<file path="src/rtl/pulse_window_pkg.sv">
// Shared types and defaults for the pulse window counter and its helpers.
package pulse_window_pkg;

    typedef enum logic {
        IDLE = 1'b0,
        RUN  = 1'b1
    } state_e;

    localparam int WIN_DEF = 16;
    localparam int CW_DEF  = 8;

endpackage

</file>
<file path="src/rtl/pulse_window_counter_rise_det.sv">
// Rising-edge detector: one history flop and an AND gate.
module rise_det (
    input  logic clk,
    input  logic rstn,
    input  logic d,
    output logic rise
);

    logic prev_q;

    always_ff @(posedge clk or negedge rstn) begin
        if (!rstn) prev_q <= 1'b0;
        else       prev_q <= d;
    end

    assign rise = d & ~prev_q;

endmodule

</file>
<file path="src/rtl/pulse_window_counter.sv">
// Counts rising edges of y_in over back-to-back WIN-cycle windows and
// hands each window's count to a consumer over valid/ready.
module pulse_window_counter
    import pulse_window_pkg::*;
#(
    parameter int WIN = WIN_DEF,
    parameter int CW  = CW_DEF
) (
    input  logic          clk,
    input  logic          rstn,
    input  logic          en,
    input  logic          y_in,
    output logic [CW-1:0] cnt_out,
    output logic          sat,
    output logic          cnt_valid,
    input  logic          cnt_ready,
    output logic          overrun
);

    localparam int WW = $clog2(WIN);
    localparam logic [WW-1:0] LAST = WW'(WIN - 1);

    state_e        state_q, state_d;
    logic [WW-1:0] win_q, win_d;
    logic [CW-1:0] ev_q, ev_d;
    logic          evsat_q, evsat_d;
    logic [CW-1:0] cnt_q, cnt_d;
    logic          sat_q, sat_d;
    logic          valid_q, valid_d;
    logic          ovr_q, ovr_d;

    logic          rise;
    logic          run;
    logic          close;
    logic          ev_max;
    logic [CW-1:0] ev_next;
    logic          sat_next;
    logic          accept;

    rise_det u_rise (
        .clk  (clk),
        .rstn (rstn),
        .d    (y_in),
        .rise (rise)
    );

    always_ff @(posedge clk or negedge rstn) begin
        if (!rstn) state_q <= IDLE;
        else       state_q <= state_d;
    end

    always_comb begin
        state_d = state_q;
        unique case (state_q)
            IDLE: if (en)  state_d = RUN;
            RUN:  if (!en) state_d = IDLE;
            default:       state_d = IDLE;
        endcase
    end

    always_comb begin
        run   = (state_q == RUN);
        close = run && (win_q == LAST);
    end

    // Final count folds in this cycle's edge so a close-cycle edge is kept.
    always_comb begin
        ev_max   = &ev_q;
        ev_next  = (rise && !ev_max) ? ev_q + 1'b1 : ev_q;
        sat_next = evsat_q | (rise & ev_max);
    end

    always_comb begin
        win_d   = '0;
        ev_d    = '0;
        evsat_d = 1'b0;
        if (run && en && !close) begin
            win_d   = win_q + 1'b1;
            ev_d    = ev_next;
            evsat_d = sat_next;
        end
    end

    always_comb begin
        accept  = valid_q & cnt_ready;
        cnt_d   = cnt_q;
        sat_d   = sat_q;
        valid_d = valid_q;
        ovr_d   = ovr_q;
        if (close) begin
            if (!valid_q || accept) begin
                cnt_d   = ev_next;
                sat_d   = sat_next;
                valid_d = 1'b1;
            end else begin
                ovr_d = 1'b1;
            end
        end else if (accept) begin
            valid_d = 1'b0;
        end
    end

    always_ff @(posedge clk or negedge rstn) begin
        if (!rstn) begin
            win_q   <= '0;
            ev_q    <= '0;
            evsat_q <= 1'b0;
            cnt_q   <= '0;
            sat_q   <= 1'b0;
            valid_q <= 1'b0;
            ovr_q   <= 1'b0;
        end else begin
            win_q   <= win_d;
            ev_q    <= ev_d;
            evsat_q <= evsat_d;
            cnt_q   <= cnt_d;
            sat_q   <= sat_d;
            valid_q <= valid_d;
            ovr_q   <= ovr_d;
        end
    end

    assign cnt_out   = cnt_q;
    assign sat       = sat_q;
    assign cnt_valid = valid_q;
    assign overrun   = ovr_q;

endmodule

</file>
<file path="config.mk">
export PLATFORM = sky130hd
export DESIGN_NAME = pulse_window_counter
export DESIGN_NICKNAME = d
export VERILOG_FILES = /design/src/rtl/pulse_window_pkg.sv /design/src/rtl/pulse_window_counter_rise_det.sv /design/src/rtl/pulse_window_counter.sv
export SDC_FILE = /design/constraint.sdc
export NUM_CORES = 1
export LEC_CHECK = 0
export CORE_UTILIZATION = 40
export DETAILED_ROUTE_END_ITERATION = 6
export HOLD_SLACK_MARGIN = 0.12
export SLEW_MARGIN = 20
export SYNTH_ARGS = -nofsm -noshare
export SYNTH_HDL_FRONTEND = slang
export SYNTH_HIERARCHICAL = 1
export SYNTH_SLANG_ARGS = --single-unit
</file>
<file path="constraint.sdc">
create_clock -name clk -period 1.7 [get_ports clk]
set_clock_uncertainty 0.05 [all_clocks]
set_input_delay 0.34 -clock clk [delete_from_list [all_inputs] [get_ports clk]]
set_output_delay 0.34 -clock clk [all_outputs]
set_load 0.01 [all_outputs]
</file>
### Yosys cells after proc, flatten, opt, wreduce, memory -nomap -nowiden

Index checks and enable logic that the tools add are counted.

* equality and inequality tests: 2
* add/subtract/negate cells: 2
* reductions and logical operators: 13
* muxes and demuxes: 8
* bitwise operators: 6

Operators with widths (count)
* 8-bit 2-to-1 mux: 2
* 8-bit by 1-bit adder with 8-bit output (second input constant): 1
* 8-bit AND reduction: 1
* 2-bit AND reduction: 3
* 1-bit 2-to-1 mux: 5
* 4-bit by 1-bit adder with 4-bit output (second input constant): 1
* 4-bit == test (second input constant): 1
* 1-bit logical AND: 4
* 4-bit 2-to-1 mux: 1
* 1-bit AND: 3
* 1-bit zero test: 3
* 2-bit by 1-bit inequality test with 1-bit output (second input constant): 1
* 1-bit NOT: 2
* 2-bit nonzero test: 1
* 1-bit logical OR: 1
* 1-bit bitwise OR: 1

* register bits after elaboration: 26
* input port bits: 5
* word-level logic and storage cells: 40
* output and inout port bits: 11

### Depth between registers and ports, before layout

Gate-level depths: netlist of the first run.

* depth after elaboration: 5
* mapped depth: 6
* gate-level depth less buffers: 5

### Hierarchy

Netlist of the first run, hierarchy kept.

Modules (own cells, without submodules)
* pulse_window_counter: seq. area each 625.6 um2, area an instance 1072.3 um2, instances 1, cells each 100
* rise_det: seq. area each 25.0 um2, area an instance 38.8 um2, instances 1, cells each 2

### Least setup slack after synthesis of the first run

OpenSTA, ideal clock, no wires.

* path type: register to register
* from: reg ev_q[0]
* to: reg cnt_q[5] (netlist: cnt_out[5])
* data arrival time: 1.295 ns
* required time: 1.525 ns
* clock period less this slack: 1.471 ns
* path slack: 0.229 ns
* stages on the path, launching flop included: 6
* path through: dfrtp_1 ha_1 and3_1 a211oi_2 xnor2_1 o21ai_1

* cells in the longest elaborated chain, start to end: 4
* elaborated cells on any way between the ends: 5

Ends and longest elaborated chain
* from (decl): RTL line pulse_window_counter.sv:25 `logic [CW-1:0] ev_q, ev_d;`
* from (signal assigned): RTL line pulse_window_counter.sv:114 `ev_q <= ev_d;`
* parallel branches: the longest is 3 deep, another holds 8-bit by 1-bit adder with 8-bit output
* 8-bit 2-to-1 mux *: RTL line pulse_window_counter.sv:69 `ev_next = (rise && !ev_max) ? ev_q + 1'b1 : ev_q;`
* to (signal assigned): RTL line pulse_window_counter.sv:116 `cnt_q <= cnt_d;`
* to (decl): RTL line pulse_window_counter.sv:27 `logic [CW-1:0] cnt_q, cnt_d;`

Mark *: on every way between the ends.
A chain may end at the register's enable or synchronous reset.

### Final worst setup path of the first run

* from: reg cnt_q[3] (netlist: cnt_out[3])
* to: out cnt_out[3]

RTL lines
* to (decl): RTL line pulse_window_counter.sv:13 `output logic [CW-1:0] cnt_out,`

No word-level cell between the ends.

==> qor.txt, run 1 <==
outcome: finished, final reports clean
Adder-Cell Fraction of Synth Area: 0.0225
critical path arrival: 1240 ps
xor/xnor share of the synthesized area: 0.0473
Hold/Removal Path Class: in2async
max incr delay on CP: 540 ps
Seq/Total Area, Yosys: 0.586
Worst path slowest cell: clkdlybuf4s50_1
relative slew slack: 0.782
compound-cell area share of the yosys netlist: 0.0991
Max Slew Vio Count: 0
Port Buf Inserts: 15
P&R area growth vs syn: 23.4%
GRT Total Usage: 0.165
fraction of layout cells with a size suffix above 1: 0.130
Detail Route Antenna Nets: 0
combinational family with the most area after synthesis: simple AND/OR/NAND/NOR gates
DRT iter0 DRCs: 9
cells along the critical path: clkdlybuf4s50_1
Post-DP Area: 0.00132 sq mm
uppermost layer routed: met4
fin area: 0.00137 sq mm
PnR Total Power: 1.09 mW
postcts setup bufs: 0
die area: 0.00299 sq mm
WL met1: 889 microns
Yosys cell types: 25
setup total negative slack: 0 ps
Clk pin slew, worst setup/hold paths: 140 ps
WL met2: 934 microns
Synth Area in Simple Gates: 0.206
number of flops mapped to enable cells by yosys: 0
metal3 WL: 53 microns
maximum fanout along the worst path: 2
worst r2r src: ev_q[0]
PostCTS Resize Cnt: 0
share of the synthesized area in the top cell type: 0.586
Worst Path Required: 1310 ps
final WL: 1890 microns
Ant. Diodes: 0
Critical Path End Type: output pin
Clock Path Buffers: 2
die width: 54.7 microns
maximum vdd drop: 0.000833 V
Routed WL per cell: 12.4 microns
CTS tree: done
fillers: 244
HPWL after DPL: 1400 microns
Power Density: 795 mW/mm^2
Post-Place Cells: 149
CTS buffer count: 3
RSZ-0062 raised after global routing: no
FP Rows: 18
R2R setup slack: 100 ps
GRT overflow: 0
Crit path max-delay family: buffers and inverters
Worst Path Buf+Inv: 1
vias in the first global route: 795
first-pass GRT wire length: 3460 microns
largest net degree at the start of global routing: 27
I/O pin cnt: 16
clk root buf: clkbuf_4
vias: 758
DR DRC count: 0
Syn Inst Count: 102
core area: 0.00254 sq mm
MaxCap Viol Count: 0
H-tree depth: 1
R2R depth: 5
R2R Path End: cnt_out[5]
Synth Flop Type: dfrtp_1
clk sinks: 26
Layout Cells excl Fill: 153
Die Y: 54.7 microns
ys async rst share: 1.00
worst skew pair latency: 320 ps
type of the worst setup path: reg2out
critical path startpoint category: flip-flop
leading area contributor after synthesis: dfrtp_1
period utilisation layout: 0.957
fin crit period: 1630 ps
mux share of post-synthesis cell area: 0.0270
Fmax: 0.615 GHz
drt pass-1 iters: 3
Yosys reg bits: 26
Initial Util: 0.437
Mapped Area: 0.00111 sq mm
Vias/cell: 4.95
initial antenna violation count: 0
leakage: 0.623 nW
actual slew at the worst max-slew pin: 327 ps
Hold-fix buffers, CTS: 0
Placer Congestion: 0.811
Synth warnings: 6
Final setup viols: 0
Avg Synthesized Cell Area: 10.9 sq um
synth top area cells: dfrtp_1 (59%), nor2_1 (5.4%), nand2_1 (4.4%)
NumNets Final: 131
Crit path depth: 1
post-synthesis net count: 109
Hold Fails Final Rpt: 0
## report_power, final
part           total (mW)  switching, mW  internal [mW]
clock               0.416          0.178          0.238
sequential          0.629        0.00453          0.624
combinational      0.0453         0.0247         0.0207
## cells in the final DEF, fill, tap and decap left out
cell type and count:
nand4_2 1, clkdlybuf4s50_1 15, nor2b_4 1, ha_1 2, nand4_1 2, nand2b_1 2, bufinv_16 1, o21ai_1 2
a211oi_2 2, xnor2_1 3, buf_4 4, mux2i_1 3, nand2b_4 1, and4_4 1, o21ai_2 1, inv_1 1
and3_1 2, dfrtp_1 26, nand2_1 13, clkbuf_4 3, nand3_1 5, o21bai_1 1, nor2b_1 1, nor2_1 16
a21oi_1 3, xor2_1 3, a21o_2 1, o21ai_0 7
## layer usage
metal	GRT usage	vias up
li1	-	386
met3	0.0611	2
met1	0.217	363
met2	0.263	7
met4	0.0256	0
met5	0	-
## area by class of cell
cell class | instances | area (sq um) | area share
flip-flops and latches | 26 | 651 | 0.474
multi-input cells | 73 | 447 | 0.326
repair buffers | 19 | 180 | 0.131
well taps | 30 | 37.5 | 0.0274
clock inverters | 1 | 30.0 | 0.0219
clock buffers | 3 | 22.5 | 0.0164
inverters | 1 | 3.75 | 0.00274
## Yosys cell counts, types with 3 or more instances
master / n
mux2i_1: 3
xnor2_1: 3
a21oi_1: 3
nand3_1: 5
dfrtp_1: 26
nor2_1: 16
nand2_1: 13
o21ai_0: 7
xor2_1: 3
## cells by family (layout without fill, tap and decap cells)
| kind of cell | count (synthesis) | after routing |
|---|---|---|
| buf+inv | 3 | 24 |
| simple gates | 45 | 45 |
| mux | 3 | 3 |
| flops | 26 | 26 |
| xor+xnor | 6 | 6 |
| fa+ha+maj | 2 | 2 |
| compound gates | 17 | 17 |
## how the worst max path moves through the flow
stage               start          to  slack (ps)
6_report       cnt_out[3]  cnt_out[3]          70
5_1_grt        cnt_out[2]  cnt_out[2]          10
4_1_cts        cnt_out[3]  cnt_out[3]          40
3_5_place_dp         y_in  cnt_out[7]        -160
3_3_place_gp         y_in  cnt_out[7]        -180
2_1_floorplan     ev_q[0]  cnt_out[5]         230
## per-stage QoR
| step | hold WS (ps) | util | setup WS, ps |
|---|---|---|---|
| after floorplan | -5.59 | - | 229 |
| after global placement | 403 | 0.518 | -183 |
| after global routing | 343 | 0.539 | 9.51 |
| final | 312 | 0.539 | 73.7 |
| after detailed placement | 400 | 0.518 | -162 |
| after CTS | 313 | 0.539 | 43.4 |
## sequential cells by signal (all words and copies together), names as in the netlist
name           cells
cnt_out            8
cnt_valid          1
ev_q               8
evsat_q            1
overrun            1
run                1
sat                1
u_rise/prev_q      1
win_q              4
Power figures use the tool's default switching activity.
==> run 2: changes to the inputs <==
Settings changed: CORE_ASPECT_RATIO from default to 1.25, CTS_BUF_LIST from default to sky130_fd_sc_hd__clkbuf_8.
==> qor.txt, run 2 (synthesized netlist as in run 1, its figures left out) <==
maximum fanout along the worst path: 5
cells along the critical path: ha_1 > and3_1 > a211oi_2 > xnor2_1 > o21ai_1
Max Slew Vio Count: 0
clk sinks: 26
RSZ-0062 raised after global routing: no
drt pass-1 iters: 4
fraction of layout cells with a size suffix above 1: 0.130
first-pass GRT wire length: 3300 microns
Initial Util: 0.419
Worst Path Required: 1810 ps
Hold-fix buffers, CTS: 0
Placer Congestion: 0.846
largest net degree at the start of global routing: 27
Worst path slowest cell: dfrtp_1
Ant. Diodes: 0
DRT iter0 DRCs: 26
Clk pin slew, worst setup/hold paths: 90 ps
Clock Path Buffers: 2
Port Buf Inserts: 15
Hold Fails Final Rpt: 0
PnR Total Power: 1.18 mW
clk root buf: clkbuf_8
Detail Route Antenna Nets: 0
CTS buffer count: 3
grt peak-use layer: met2
Global Route met3 Usage: 0.0226
GRT met1 Usage: 0.170
relative slew slack: 0.783
GRT overflow: 0
Fmax: 0.628 GHz
Power Density: 845 mW/mm^2
commonest non-fill, non-tap cell in the layout: dfrtp_1
vias: 788
R2R depth: 5
I/O pin cnt: 16
GRT Total Usage: 0.150
Final setup viols: 0
postcts setup bufs: 0
DR DRC count: 0
final WL: 1990 microns
core area: 0.00265 sq mm
critical path arrival: 1700 ps
actual slew at the worst max-slew pin: 325 ps
CP endpoint: cnt_out[5]
max incr delay on CP: 420 ps
outcome: finished, final reports clean
most frequent cells in the layout: dfrtp_1 (26), nor2_1 (16), clkdlybuf4s50_1 (15)
setup total negative slack: 0 ps
fin crit period: 1590 ps
type of the worst setup path: reg2reg
critical path startpoint category: flip-flop
leakage: 0.630 nW
HPWL after DPL: 1470 microns
R2R setup slack: 110 ps
initial antenna violation count: 0
CTS tree: done
vias in the first global route: 735
crit path from: ev_q[0]
Die Y: 60.9 microns
maximum vdd drop: 0.000568 V
worst skew pair latency: 270 ps
Critical Path End Type: flip-flop
worst r2r src: ev_q[0]
FP Rows: 21
die width: 49.1 microns
period utilisation layout: 0.937
H-tree depth: 1
Vias/cell: 5.02
Routed WL per cell: 12.7 microns
Hold/Removal Path Class: in2async
met2 Use GR: 0.282
R2R Path End: cnt_out[5]
die area: 0.00299 sq mm
MaxCap Viol Count: 0
P&R area growth vs syn: 25.6%
PostCTS Resize Cnt: 0
NumNets Final: 131
==> run 2: how the worst min path moves through the flow <==
stage / endpoint / cells after the start / from / slack (ps)
after floorplan: cnt_out[0] / 0 / rstn / -6
after global placement: win_q[0] / 1 / win_q[0] / 410
after detailed placement: win_q[0] / 1 / win_q[0] / 420
after CTS: ev_q[5] / 2 / rstn / 390
after global routing: ev_q[5] / 2 / rstn / 420
final: cnt_valid / 2 / rstn / 380
==> run 2: metrics by stage <==
step | util | setup WS [ps] | instance area [sq um] | std cells | hold WS (ps)
finish | 0.526 | 108 | 1400 | 157 | 383
global route | 0.526 | 13.7 | 1400 | 157 | 420
CTS | 0.526 | 90.0 | 1400 | 157 | 391
detailed placement | 0.499 | -174 | 1320 | 153 | 423
global placement | 0.499 | -144 | 1320 | 153 | 406
floorplan | - | 229 | 1110 | 102 | -5.59
==> run 2: final cells by class <==
class,count,area (sq um)
Inverter,1,3.75
Clock buffer,3,41.3
Multi-Input combinational cell,73,447
Timing Repair Buffer,19,180
Tap cell,34,42.5
Clock inverter,1,30.0
Fill cell,253,1260
Sequential cell,26,651
==> run 2: where the power goes <==
| part | internal, mW | switching [mW] | total [mW] |
|---|---|---|---|
| clock network | 0.315 | 0.191 | 0.506 |
| logic | 0.0193 | 0.0259 | 0.0453 |
| registers | 0.623 | 0.00461 | 0.628 |
| total | 0.958 | 0.221 | 1.18 |
==> run 2: routing by layer <==
metal | vias up | part of all wire
li1 | 385 | -
met1 | 394 | 0.44
met2 | 7 | 0.54
met3 | 2 | 0.018
met4 | 0 | 0.0040
met5 | - | 0
==> run 2: critical path: cells and delay by family (launching register included) <==
| family | cells | cell delay (ps) |
|---|---|---|
| flip-flops | 1 | 420 |
| AO/OA/AOI/OAI | 2 | 350 |
| adder cells (fa/ha/maj) | 1 | 270 |
| AND/OR/NAND/NOR | 1 | 220 |
| XOR/XNOR | 1 | 180 |
